$ cat config.mk
export PLATFORM = sky130hd
export DESIGN_NAME = decoder_nto2n_scan
export DESIGN_NICKNAME = d
export VERILOG_FILES = /design/src/rtl/decoder_pkg.sv /design/src/rtl/dwell_counter.sv /design/src/rtl/decoder_nto2n_scan.sv
export SDC_FILE = /design/constraint.sdc
export NUM_CORES = 1
export LEC_CHECK = 0
export ABC_AREA = 1
export ABC_CLOCK_PERIOD_IN_PS = 1600
export CORE_MARGIN = 1.5
export CORE_UTILIZATION = 42
export CTS_CLUSTER_SIZE = 25
export DETAILED_ROUTE_END_ITERATION = 7
export GPL_TIMING_DRIVEN = 0
export PLACE_DENSITY_LB_ADDON = 0.2
export SETUP_SLACK_MARGIN = 0.2
export SLEW_MARGIN = 20
export SYNTH_ARGS = -nofsm -noshare
export SYNTH_HDL_FRONTEND = slang
export SYNTH_SLANG_ARGS = --single-unit
$ cat constraint.sdc
create_clock -name clk -period 1.6 [get_ports clk]
set_input_delay 0.32 -clock clk [delete_from_list [all_inputs] [get_ports clk]]
set_output_delay 0.32 -clock clk [all_outputs]
set_load 0.02 [all_outputs]
$ cat src/rtl/decoder_pkg.sv
// Shared types and helpers for the N-to-2^N decoder family.
// State encoding, mode constants and a one-hot helper sized for up to 64 lines.
package decoder_pkg;

    typedef enum logic [1:0] {
        S_OFF    = 2'd0,
        S_DIRECT = 2'd1,
        S_SCAN   = 2'd2
    } state_t;

    localparam logic MODE_DIRECT = 1'b0;
    localparam logic MODE_SCAN   = 1'b1;

    // Widest select supported by the decoder family (2^6 = 64 lines).
    localparam int MAX_N = 6;

    // One-hot of idx within a field of 'width' lines; all-zero if idx is out of range.
    function automatic logic [63:0] onehot(input logic [MAX_N-1:0] idx, input int width);
        logic [63:0] r;
        r = '0;
        if (int'(idx) < width) begin
            r[idx] = 1'b1;
        end
        return r;
    endfunction

endpackage

$ cat src/rtl/dwell_counter.sv
// Dwell counter: counts 0..DWELL-1 while run is high and flags the last count.
// clr has priority over run. With DWELL=1 tick is permanently high.
module dwell_counter #(
    parameter int DWELL = 4
) (
    input  logic clk,
    input  logic rst_n,
    input  logic clr,
    input  logic run,
    output logic tick
);

    localparam int CW = (DWELL > 1) ? $clog2(DWELL) : 1;
    localparam logic [CW-1:0] LAST = CW'(DWELL - 1);

    logic [CW-1:0] count;

    assign tick = (count == LAST);

    // Count register: clear, or step and roll over after the last count.
    always_ff @(posedge clk or negedge rst_n) begin
        if (!rst_n) begin
            count <= '0;
        end else if (clr) begin
            count <= '0;
        end else if (run) begin
            count <= tick ? '0 : count + CW'(1);
        end
    end

endmodule

$ cat src/rtl/decoder_nto2n_scan.sv
// Registered N-to-2^N one-hot decoder with enable and a dwell-timed scan mode.
// Optional break-before-make blanking in scan mode: define DECODER_SCAN_BLANK_EN.
// fsm_state exposes the controller state for observation.
module decoder_nto2n_scan
    import decoder_pkg::*;
#(
    parameter int N     = 2,
    parameter int DWELL = 4
) (
    input  logic             clk,
    input  logic             rst_n,
    input  logic             en,
    input  logic             mode,
    input  logic [N-1:0]     i,
    input  logic             load,
    output logic [2**N-1:0]  d,
    output logic [N-1:0]     sel,
    output logic             wrap,
    output logic [1:0]       fsm_state
);

    localparam int W = 2**N;
    localparam logic [N-1:0] IDX_MAX = N'(W - 1);

`ifdef DECODER_SCAN_BLANK_EN
    localparam bit BLANK = 1'b1;
`else
    localparam bit BLANK = 1'b0;
`endif

    state_t         state_q, state_d;
    logic [N-1:0]   idx_q, idx_d, idx_inc;
    logic [W-1:0]   d_q, d_d;
    logic           wrap_q, wrap_d;
    logic           cnt_clr, cnt_run, tick;

    assign idx_inc   = idx_q + N'(1);
    assign d         = d_q;
    assign sel       = idx_q;
    assign wrap      = wrap_q;
    assign fsm_state = state_q;

    dwell_counter #(
        .DWELL (DWELL)
    ) u_dwell (
        .clk   (clk),
        .rst_n (rst_n),
        .clr   (cnt_clr),
        .run   (cnt_run),
        .tick  (tick)
    );

    // Next state: en and mode are sampled every edge; en low wins.
    always_comb begin
        state_d = state_q;
        if (!en) begin
            state_d = S_OFF;
        end else if (mode == MODE_SCAN) begin
            state_d = S_SCAN;
        end else begin
            state_d = S_DIRECT;
        end
    end

    // Next index/output values, decided by the state being entered.
    always_comb begin
        idx_d   = idx_q;
        d_d     = d_q;
        wrap_d  = 1'b0;
        cnt_clr = 1'b0;
        cnt_run = 1'b0;
        case (state_d)
            S_OFF: begin
                // sel holds; outputs dark, dwell count parked at zero.
                d_d     = '0;
                cnt_clr = 1'b1;
            end
            S_DIRECT: begin
                idx_d   = i;
                d_d     = W'(onehot(MAX_N'(i), W));
                cnt_clr = 1'b1;
            end
            S_SCAN: begin
                if (state_q != S_SCAN || load) begin
                    // Entry or reload: restart the dwell at index i, never a wrap.
                    idx_d   = i;
                    cnt_clr = 1'b1;
                    d_d     = BLANK ? '0 : W'(onehot(MAX_N'(i), W));
                end else begin
                    cnt_run = 1'b1;
                    if (tick) begin
                        idx_d  = idx_inc;
                        d_d    = BLANK ? '0 : W'(onehot(MAX_N'(idx_inc), W));
                        wrap_d = (idx_q == IDX_MAX);
                    end else if (BLANK && d_q == '0) begin
                        // End of the blank gap: light the already-selected line.
                        d_d = W'(onehot(MAX_N'(idx_q), W));
                    end
                end
            end
            default: begin
                d_d     = '0;
                cnt_clr = 1'b1;
            end
        endcase
    end

    // State and output registers; reset clears all outputs asynchronously.
    always_ff @(posedge clk or negedge rst_n) begin
        if (!rst_n) begin
            state_q <= S_OFF;
            idx_q   <= '0;
            d_q     <= '0;
            wrap_q  <= 1'b0;
        end else begin
            state_q <= state_d;
            idx_q   <= idx_d;
            d_q     <= d_d;
            wrap_q  <= wrap_d;
        end
    end

endmodule
### Yosys cells after proc, flatten, opt, wreduce, memory -nomap -nowiden

Index checks and enable logic that the tools add are counted.

| storage, ports and cells | value |
|---|---|
| bits in registers | 11 |
| input bits | 7 |
| output and inout port bits | 9 |
| word-level logic and storage cells | 45 |

| cells by class | value |
|---|---|
| mux-type cells | 22 |
| magnitude comparators | 4 |
| add/sub/neg operators | 2 |
| reductions and logical operators | 6 |
| eq/ne operators | 6 |

Operators by type and width:

| operator | count |
|---|---|
| $lt 2x7->1 const B | 2 |
| $mux 2 | 7 |
| $mux 1 | 9 |
| $mux 4 | 2 |
| $pmux 4 s2 | 1 |
| $eq 2x2->1 const B | 3 |
| $add 2x1->2 const B | 2 |
| $demux 1 s2 | 2 |
| $ge 2x1->1 const B | 2 |
| $pmux 2 s2 | 1 |
| $reduce_bool 2->1 | 2 |
| $ne 3x2->1 const B | 1 |
| $eq 2x1->1 const B | 1 |
| $logic_and 1x1->1 | 2 |
| $ne 2x2->1 const B | 1 |
| $reduce_and 2->1 | 1 |
| $logic_or 1x1->1 | 1 |

### Logic depth before layout (Yosys ltp)

| logic depth | value |
|---|---|
| depth after elaboration | 8 |
| gate-level depth with buffers | 8 |
| mapped depth without buffers | 8 |

### Modules after synthesis

Synthesis repeated with hierarchy kept, for this count alone.

| unflattened totals | value |
|---|---|
| cells, all modules | 94 |
| area, all modules | 724.4 um2 |

Modules (own cells, without submodules):

| module | cells an instance | sequential area each (um2) | instances | area an instance (um2) |
|---|---|---|---|---|
| decoder_nto2n_scan | 82 | 225.2 | 1 | 623.1 |
| dwell_counter | 12 | 50.0 | 1 | 101.3 |

### Least setup slack after synthesis

Ideal clock, no wire load.

| timing path | value |
|---|---|
| path kind | register to register |
| start | reg idx_q[0], in the netlist sel[0] |
| end | reg d_q[3], in the netlist d[3] |
| path buffers | 0 |
| library setup time | 0.117 ns |
| required time | 1.483 ns |
| cell stages (with the launch flop) | 9 |
| setup slack | 0.378 ns |
| period minus slack after synthesis | 1.222 ns |
| data arrival time | 1.105 ns |
| cells stage by stage | dfrtp_1 > inv_1 > ha_1 > inv_1 > nand3_1 > nand3_1 > nand2_1 > nand2_1 > nand2_1 |

| between the ends | value |
|---|---|
| word-level cells in the longest chain between the ends | 8 |
| elaborated cells between the ends (all ways) | 9 |
| classes of those cells | add/sub (1); order compare (2); mux (5); reduce/logical (1) |

Ends and longest elaborated chain:

| what | RTL line | RTL |
|---|---|---|
| from (decl) | decoder_nto2n_scan.sv:32 | `logic [N-1:0] idx_q, idx_d, idx_inc;` |
| from (signal assigned) | decoder_nto2n_scan.sv:117 | `idx_q <= idx_d;` |
| $add 2x1->2 (*) | decoder_nto2n_scan.sv:37 | `assign idx_inc = idx_q + N'(1);` |
| $lt 2x7->1 (not written as such) or $ge 2x1->1 (tied branches) | decoder_pkg.sv:22 | `r[idx] = 1'b1;` |
| $logic_and 1x1->1 (not written as such) | decoder_pkg.sv:22 |  |
| $mux 1 (not written as such) | decoder_pkg.sv:22 |  |
| $demux 1 s2 (*) | decoder_pkg.sv:22 |  |
| $mux 4 (*) | decoder_nto2n_scan.sv:91 | `if (tick) begin` |
| $mux 4 (*) | decoder_nto2n_scan.sv:84 | `if (state_q != S_SCAN \|\| load) begin` |
| $pmux 4 s2 (*) | decoder_nto2n_scan.sv:72 | `case (state_d)` |
| to (signal assigned) | decoder_nto2n_scan.sv:113 | `d_q <= '0;` |
| to (signal assigned) | decoder_nto2n_scan.sv:118 | `d_q <= d_d;` |
| to (decl) | decoder_nto2n_scan.sv:33 | `logic [W-1:0] d_q, d_d;` |

Mark *: on every way between the ends. The rest lies on a longest branch, timed or not. The select of a mux whose other input is x is not followed.
A chain may end at the register's enable or synchronous reset.

### Worst setup path in the final report

| timing path | value |
|---|---|
| start | reg state_q[1], in the netlist fsm_state[1] |
| end | out fsm_state[1] |

RTL lines:

| what | RTL line | RTL |
|---|---|---|
| from (decl) | decoder_nto2n_scan.sv:31 | `state_t state_q, state_d;` |
| from (signal assigned) | decoder_nto2n_scan.sv:116 | `state_q <= state_d;` |
| to (decl) | decoder_nto2n_scan.sv:19 | `output logic [1:0] fsm_state` |

No word-level cell between the ends.

==> reports/metrics.yaml <==
status: "finished clean"
critPathLaunchType: "register"
switchingPower_mw: 0.1913
ys_ff_latch: 11
yosysSeqAreaShare_pct: 41.04
initial_core_util_pct: 44.52
synthTopCellsByArea: "dfrtp_1, nand2_1, ha_1, nand3_1, inv_1"
cp-end-kind: "primary output"
arrival_ns: 1.05
post-route-min-period_ns: 1.375
cts_buffers: 3
synth_warnings: 0
htree_num_levels: 1
dr_total_vias: 593
setup_viol: 0
grt_max_degree: 12
skew_ns: 0.001685
maxSlewHeadroom_pct: 66.46
drt_iter0_markers: 16
hold_viol: 0
grt_pass1_wl_mm: 2.366
grt_pass1_vias: 552
p_seq_share_pct: 48.8
area_growth_pct: 27.43
drive_gt1_share_pct: 16.82
cp_max_fo: 6
n_antenna_cell: 0
core_um2: 1506
drtAntennaViolNets: 0
cts_setup_buffers: 0
drtPass1Iterations: 4
swShare_pct: 30.19
mappedNetlistNets: 100
via_per_inst: 4.821
clk_pin_slew_ns: 0.07
ios: 16
min_path_type: "in -> async"
clock_latency_ns: 0.26
rsz0062_at_grt: "true"
yosysMostFrequentCell: "nand2_1"
power_frac_clock_pct: 29.6
grt_overflow: 0
synth_edf_count: 0
slowest_delay_ns: 0.45
hold_ws_ns: 0.3885
tightest_slew_ns: 0.5015
leakagePower_nw: 0.4745
gp_congestion: 0.8639
slowest_stage: "dfrtp_2"
max_freq_mhz: 727.5
fin_crit_sh_pct: 85.91
p_int_mw: 0.4422
timing.critical_path.buf_inv: 1
cts_max_path_buffers: 2
clockRootBuffer: "clkbuf_4"
routedWlPerCell_um: 10.06
critPathKind: "reg -> out"
antenna_found_initial: 0
synth_area_um2: 670.6
yosys.cell_types.count: 16
yosys-top-cells-count: "nand2_1, dfrtp_1, inv_1, nand3_1, nor2_1"
syn_avg_cell_area_um2: 7.621
startpoint: "fsm_state[1]"
reg2reg_from: "u_dwell.count[0]"
die_h_um: 42.96
grt_use_total_pct: 18.05
maxSlewViolCount: 0
drc_errors: 0
finalNetCount: 120
powerDensity_nw_per_um2: 741.3
synthArstFlopShare_pct: 100.0
crit_chain: "dlygate4sd2_1"
cp.required_ns: 1.28
wirelength_mm: 1.237
power_frac_comb_pct: 21.6
cts_tree: "done"
row_count: 14
tns_ns: 0
syn-instance-count: 88
clkSinkCount: 11
io_buffers: 15
dieArea_um2: 1846
synth_ff_type: "dfrtp_1"
dieWidth_um: 42.96
ir_drop_v: 0.0005863
drv_cap: 0
synth.largest_area_cell: "dfrtp_1"
synth_top_area_share_pct: 41.04
cpLargestDelayFamily: "flip-flops"
dp_hpwl_um: 965.1
==> cell type report <==
cell class	instances	area, µm²
timing repair buffer	15	136.4
inverter	13	55.05
fill	154	651.9
multi-input combinational	64	340.3
tap	16	20.02
sequential	11	276.5
clock buffer	4	26.28
==> registers in the layout, summed over array words and instances (netlist names) <==
| register | cells |
|---|---|
| sel | 2 |
| fsm_state | 2 |
| d | 4 |
| u_dwell.count | 2 |
| wrap | 1 |
==> worst paths after layout <==
path	depth (start not counted)	slack [ns]	endpoint
hold reg to reg	1	0.44	u_dwell.count[0]
min in group clk	1	0.44	u_dwell.count[0]
setup / recovery	1	0.23	fsm_state[1]
setup reg to reg	7	0.35	d[2]
hold / removal	1	0.39	wrap
max in group asynchronous	1	0.85	fsm_state[1]
==> cell usage in the layout (no fill, tap or decap), types with 3 or more instances in the layout <==
master,count
clkbuf_4,3
clkdlybuf4s50_1,6
dfrtp_1,10
dlygate4sd2_1,7
ha_1,5
inv_1,9
nand2_1,29
nand2_2,4
nand3_1,8
nor2_1,8
o21ai_0,3
==> worst reg2reg max path, cell delays in order (launching register included) <==
cell	delay, ns
dfrtp_1	0.39
ha_1	0.20
inv_1	0.10
nand3_2	0.12
nor2_4	0.17
nor2_1	0.06
nand2_1	0.06
nand2_1	0.05
==> what timing repair did <==
action / in CTS / in global routing
pin swaps: 0 / 0
hold buffers: 0 / 0
gates resized for setup: 10 / 3
cloned: 0 / 0
endpoints found under the setup margin: 9 / 3
==> through the flow <==
| step | cell area, µm² | instances | utilization, % | setup slack [ns] | total power [mW] |
|---|---|---|---|---|---|
| after floorplan | 670.6 | 88 | - | 0.3782 | 0.3951 |
| after detailed placement | 840.8 | 119 | 55.81 | 0.06295 | 0.4624 |
| final | 854.6 | 123 | 56.73 | 0.2254 | 0.6335 |
| after global routing | 854.6 | 123 | 56.73 | 0.1740 | 0.6889 |
| after CTS | 857.1 | 123 | 56.89 | 0.1628 | 0.6463 |
| after global placement | 840.8 | 119 | 55.81 | 0.06755 | 0.4594 |
==> cell families (layout without fill, tap and decap cells) <==
family                     Yosys count  in the layout  share of synthesized area (%)
adders and majority gates            5              5                          9.328
buffers and inverters               13             32                          8.209
AOI/OAI and AO/OA                    4              4                          2.984
DFF                                 11             11                          41.04
and+or+nand+nor                     55             55                          38.43
==> layer usage <==
metal	vias to the layer above	routed length [µm]	global-route usage (%)
li1	308	-	-
met1	274	612	23.94
met2	9	571	23.94
met3	2	42	6.383
met4	0	10	12.73
met5	-	0	0
==> power groups by stage <==
stage	Clock [mW]	Sequential (mW)	Combinational [mW]
4_1_cts	0.198	0.309	0.140
6_report	0.188	0.309	0.137
2_1_floorplan	0	0.330	0.0652
3_5_place_dp	0	0.315	0.148
5_1_grt	0.219	0.312	0.158
3_3_place_gp	0	0.314	0.145
No activity file was read; power rests on OpenSTA's default activity.
